===== config.mk =====
export PLATFORM = sky130hd
export DESIGN_NAME = ex_operand_stage
export DESIGN_NICKNAME = d
export VERILOG_FILES = /design/src/rtl/ex_operand_stage.sv
export SDC_FILE = /design/constraint.sdc
export NUM_CORES = 1
export LEC_CHECK = 0
export CAP_MARGIN = 20
export CORE_MARGIN = 5
export CORE_UTILIZATION = 44
export CTS_CLUSTER_DIAMETER = 100
export DETAILED_ROUTE_END_ITERATION = 7
export GPL_TIMING_DRIVEN = 1
export PLACE_DENSITY = 0.82
export SETUP_SLACK_MARGIN = 0.5
export SLEW_MARGIN = 40
export SYNTH_ARGS = -nofsm -noshare
export SYNTH_HDL_FRONTEND = slang
export SYNTH_SLANG_ARGS = --single-unit

===== constraint.sdc =====
create_clock -name clock -period 6.9 [get_ports clock]
set_clock_uncertainty 0.2 [all_clocks]
set_input_delay 2.07 -clock clock [delete_from_list [all_inputs] [get_ports clock]]
set_output_delay 2.07 -clock clock [all_outputs]
set_load 0.03 [all_outputs]

===== src/rtl/ex_operand_stage.sv =====
// ex_operand_stage
//   ID/EX pipeline register with operand selection and forwarding for the ALU.
//   Captures one decoded instruction per cycle and presents alu_a/alu_b/alu_op.
//   rs1/rs2 are forwarded from EX/MEM (first) or MEM/WB (second).
//   A load in EX whose rd is read by the decode instruction stalls decode for
//   one cycle and inserts a bubble. A flush kills both EX and decode.
//
// Ports
//   clock, reset            rising-edge clock, async active-high reset
//   id_*                    decoded instruction fields and handshake from decode
//   id_ready                combinational accept (low only on load-use hazard)
//   flush                   kill the instruction in EX and the one in decode
//   mem_wb_en/mem_rd/mem_result   EX/MEM forwarding source
//   wb_en/wb_rd/wb_result         MEM/WB forwarding source
//   ex_valid                EX holds a live instruction
//   alu_a, alu_b, alu_op    ALU operands and op code
//   ex_store_data           forwarded rs2 value for stores
//   ex_rd, ex_wb_en, ex_is_load   registered destination info (enables gated by ex_valid)
module ex_operand_stage #(
    parameter int unsigned XLEN     = 32,
    parameter int unsigned REG_BITS = 5
) (
    input  logic                clock,
    input  logic                reset,
    input  logic                id_valid,
    output logic                id_ready,
    input  logic [REG_BITS-1:0] id_rs1,
    input  logic [REG_BITS-1:0] id_rs2,
    input  logic                id_use_rs1,
    input  logic                id_use_rs2,
    input  logic [XLEN-1:0]     id_rs1_val,
    input  logic [XLEN-1:0]     id_rs2_val,
    input  logic [XLEN-1:0]     id_pc,
    input  logic [XLEN-1:0]     id_imm,
    input  logic                id_sel_a,
    input  logic                id_sel_b,
    input  logic [3:0]          id_alu_op,
    input  logic [REG_BITS-1:0] id_rd,
    input  logic                id_wb_en,
    input  logic                id_is_load,
    input  logic                flush,
    input  logic                mem_wb_en,
    input  logic [REG_BITS-1:0] mem_rd,
    input  logic [XLEN-1:0]     mem_result,
    input  logic                wb_en,
    input  logic [REG_BITS-1:0] wb_rd,
    input  logic [XLEN-1:0]     wb_result,
    output logic                ex_valid,
    output logic [XLEN-1:0]     alu_a,
    output logic [XLEN-1:0]     alu_b,
    output logic [3:0]          alu_op,
    output logic [XLEN-1:0]     ex_store_data,
    output logic [REG_BITS-1:0] ex_rd,
    output logic                ex_wb_en,
    output logic                ex_is_load
);

    logic                r_valid;
    logic [REG_BITS-1:0] r_rs1;
    logic [REG_BITS-1:0] r_rs2;
    logic [XLEN-1:0]     r_rs1_val;
    logic [XLEN-1:0]     r_rs2_val;
    logic [XLEN-1:0]     r_pc;
    logic [XLEN-1:0]     r_imm;
    logic                r_sel_a;
    logic                r_sel_b;
    logic [3:0]          r_alu_op;
    logic [REG_BITS-1:0] r_rd;
    logic                r_wb_en;
    logic                r_is_load;

    logic                w_hz;
    logic                w_rs1_hit;
    logic                w_rs2_hit;
    logic [XLEN-1:0]     w_fwd_rs1;
    logic [XLEN-1:0]     w_fwd_rs2;

    // Load-use hazard: the load result is not available until after MEM,
    // so a dependent instruction must wait one cycle.
    always_comb begin
        w_rs1_hit = id_use_rs1 && (id_rs1 == r_rd);
        w_rs2_hit = id_use_rs2 && (id_rs2 == r_rd);
        w_hz      = r_valid && r_is_load && r_wb_en && (r_rd != '0) && id_valid
                    && (w_rs1_hit || w_rs2_hit);
        id_ready  = !w_hz;
    end

    always_ff @(posedge clock or posedge reset) begin
        if (reset) begin
            r_valid   <= 1'b0;
            r_rs1     <= '0;
            r_rs2     <= '0;
            r_rs1_val <= '0;
            r_rs2_val <= '0;
            r_pc      <= '0;
            r_imm     <= '0;
            r_sel_a   <= 1'b0;
            r_sel_b   <= 1'b0;
            r_alu_op  <= '0;
            r_rd      <= '0;
            r_wb_en   <= 1'b0;
            r_is_load <= 1'b0;
        end else if (flush || w_hz) begin
            // Flush takes priority over the stall; both leave a bubble in EX.
            r_valid <= 1'b0;
        end else if (id_valid) begin
            r_valid   <= 1'b1;
            r_rs1     <= id_rs1;
            r_rs2     <= id_rs2;
            r_rs1_val <= id_rs1_val;
            r_rs2_val <= id_rs2_val;
            r_pc      <= id_pc;
            r_imm     <= id_imm;
            r_sel_a   <= id_sel_a;
            r_sel_b   <= id_sel_b;
            r_alu_op  <= id_alu_op;
            r_rd      <= id_rd;
            r_wb_en   <= id_wb_en;
            r_is_load <= id_is_load;
        end else begin
            r_valid <= 1'b0;
        end
    end

    // Forwarding is evaluated every cycle from the registered indices, so a
    // producer reaching EX/MEM or MEM/WB while this instruction sits in EX is
    // still picked up. x0 is never forwarded.
    always_comb begin
        w_fwd_rs1 = r_rs1_val;
        if ((r_rs1 != '0) && mem_wb_en && (mem_rd == r_rs1)) begin
            w_fwd_rs1 = mem_result;
        end else if ((r_rs1 != '0) && wb_en && (wb_rd == r_rs1)) begin
            w_fwd_rs1 = wb_result;
        end

        w_fwd_rs2 = r_rs2_val;
        if ((r_rs2 != '0) && mem_wb_en && (mem_rd == r_rs2)) begin
            w_fwd_rs2 = mem_result;
        end else if ((r_rs2 != '0) && wb_en && (wb_rd == r_rs2)) begin
            w_fwd_rs2 = wb_result;
        end
    end

    assign alu_a         = r_sel_a ? r_pc  : w_fwd_rs1;
    assign alu_b         = r_sel_b ? r_imm : w_fwd_rs2;
    assign ex_store_data = w_fwd_rs2;
    assign alu_op        = r_alu_op;
    assign ex_valid      = r_valid;
    assign ex_rd         = r_rd;
    assign ex_wb_en      = r_valid && r_wb_en;
    assign ex_is_load    = r_valid && r_is_load;

endmodule


==> impl_metrics.toml <==
[worst_setup_path]
startpoint_type = "input port"
worstPathRequired_ps = 4630
critPathMostFrequentCell = "buf_4"
arrival_ps = 4060
cp_max_fo = 22
critical_path.cell_chain = "dlygate4sd2_1, xor2_2, nor3_1, nand4b_1, buf_12, buf_4, a221oi_1, o31ai_1, buf_4"
path_class = "input port to primary output"
end_kind = "primary output"
critical-path-slowest-cell = "a221oi_1"
crit_family = "buffers and inverters"
slowest_delay_ps = 430
path_buf_inv = 4

[placement]
place.gp.congestion = 0.8874
dpl_cell_area_um2 = 11780
hpwlAfterDp_mm = 20.53
place_inst = 1285
io_buffers = 341

[route]
drc = 0
wl_per_cell_um = 22.44
drtAntennaViolNets = 0
first_pass_iters = 5
vias_per_cell = 5.656
vias = 7573
routed_wl_mm = 30.04
drtIter0Drc = 506

[outcome]
status = "finished clean"

[logic_synthesis]
synth.area.top_cells = "dfrtp_1 (46%), mux2_1 (11%), mux2_2 (9.8%), mux2i_1 (4.7%), a222oi_1 (3.9%)"
ys_seq_elements = 152
synth_edf_count = 0
mappedNetlistArea_um2 = 8242
synth.distinct_cells = 35
synth_top_area_share_pct = 46.15
avgSynthCellArea_um2 = 11.17
ys_seq_area_share_pct = 46.15
synth_top_flop_cell = "dfrtp_1"
async_flop_share_pct = 100.0
syn_nets = 971
synth.largest_area_cell = "dfrtp_1"
yosys_warnings = 0
synthCells = 738

[sta]
final.min_clock_period_ps = 6327
relSlewSlack_pct = 50.25
finalSetupTns_ps = 0
rsz0062_at_grt = "true"
fin_crit_sh_pct = 91.69
finalSetupViolCount = 0
slew_violations = 0
fmax_mhz = 158.1
tightest_slew_ps = 746.2
hold_viol_final = 0

[global_route]
grt_max_degree = 92
grt_pass1_vias = 7927
grt_usage_pct = 26.44
antenna_found_initial = 0
grt_first_pass_wirelength_mm = 44.29
grt_overflow = 0

[cells_and_area]
final_common_cell = "clkdlybuf4s50_1"
num-nets-final = 1324
layout_common_cells = "clkdlybuf4s50_1 (234), dfrtp_1 (150), buf_4 (112)"
fin_cells = 1339
fillers = 1399
postLayoutCellArea_um2 = 12760
multi_input_area_um2 = 4008
syn2layout_area_growth_pct = 54.87
drive_gt1_share_pct = 23.91
regArea_um2 = 3806

[floorplan]
core_region_area_um2 = 18580
die-area_um2 = 21570
fp-row-count = 50
die_w_um = 146.9
fp.dieH_um = 146.9
start_util_pct = 44.36
io_pins = 342

[clocking]
root_buffer = "clkbuf_16"
clock_latency_ps = 420
cts_buffers = 17
clk_pin_slew_worst_paths_ps = 60
h-tree-depth = 4
cts.sinks = 152
cts_tree = "done"
clock_path_buffers = 2

[run]
cap_violations = 0

[power_and_ir_drop]
power_density_nw_per_um2 = 258.9
leakage_uw = 0.005530
vdd_drop_max_uv = 169.4

[min_path]
hold_class = "flip-flop to flip-flop"
what timing repair did:
item / in CTS / in global routing
endpoints found under the hold margin: 0 / 0
gates resized for setup: 26 / 19
buffers inserted: 11 / 5
pin swaps: 6 / 12
setup endpoints to repair: 70 / 40
cloned: 3 / 2
hold buffers: 0 / 0
stage by stage:
step / setup slack, ps / power (uW) / utilization, % / hold slack, ps
global placement: 214.7 / 2261 / 63.19 / 266.4
floorplan: 536.9 / 1766 / - / 257.4
finish: 573.4 / 3304 / 68.69 / 286.2
global route: 481.1 / 3444 / 68.68 / 301.5
detailed placement: 196.7 / 2290 / 63.39 / 274.7
CTS: 508.9 / 3312 / 68.04 / 289.8
cells in the mapped netlist, types with 2 or more instances:
cell / count
o31ai_1: 25
nand2_1: 30
mux2_2: 72
nand4_1: 3
xnor2_1: 20
buf_2: 11
buf_4: 6
o211ai_1: 2
or4_1: 2
a222oi_1: 32
and2_1: 29
nor3_1: 9
a221oi_1: 32
nor4_1: 2
nor2_1: 61
buf_6: 8
inv_1: 72
mux2i_1: 39
mux2_1: 79
dfrtp_1: 152
clkbuf_1: 24
nor2b_1: 2
xor2_1: 7
a21oi_1: 8
power by group:
| group | total [uW] | internal [uW] | switching, uW |
|---|---|---|---|
| clock | 985 | 593 | 393 |
| sequential | 1120 | 1020 | 97.2 |
| combinational | 1200 | 566 | 633 |
area by class of cell:
class / instances / share of cell area, %
sequential: 152 / 29.82
tap: 234 / 2.294
timing repair buffer: 383 / 29.42
clock inverter: 13 / 1.323
multi-input combinational: 465 / 31.40
inverter: 72 / 2.176
clock buffer: 19 / 3.549
antenna: 1 / 0.01961
flip-flops by register name (all words and copies together) (netlist names):
name,flops
alu_op,4
ex_rd,5
ex_valid,1
r_imm,32
r_is_load,1
r_pc,32
r_rs1,5
r_rs1_val,32
r_rs2,5
r_rs2_val,32
r_sel_a,1
r_sel_b,1
r_wb_en,1
path summary, 6_finish.rpt:
| check | from | to | cells after the start | slack [ps] |
|---|---|---|---|---|
| min | r_rs2_val[9] | r_rs2_val[9] | 1 | 290 |
| min reg2reg | r_rs2_val[9] | r_rs2_val[9] | 1 | 290 |
| max reg2reg | ex_rd[1] | r_rs1_val[20] | 5 | 4000 |
| max | wb_rd[2] | alu_b[22] | 9 | 570 |
| min in group asynchronous | reset | r_rs2[3] | 2 | 1950 |
| max in group asynchronous | reset | r_imm[15] | 3 | 3550 |
layer usage:
metal | global-route usage, % | part of all wire [%] | up-vias
li1 | - | - | 3355
met1 | 31.91 | 39 | 3720
met2 | 44.87 | 49 | 418
met3 | 5.552 | 7.6 | 80
met4 | 13.17 | 4.4 | 0
met5 | 0 | 0 | -
kinds of logic after synthesis:
group / count (synthesis) / share of synthesized area (%)
and+or+nand+nor: 144 / 8.183
AOI/OAI and AO/OA: 103 / 10.70
muxes: 190 / 25.37
buffers and inverters: 122 / 6.725
xor gates and xnor gates: 27 / 2.869
DFF: 152 / 46.15
Note: power is estimated with default switching activity, not from simulation.
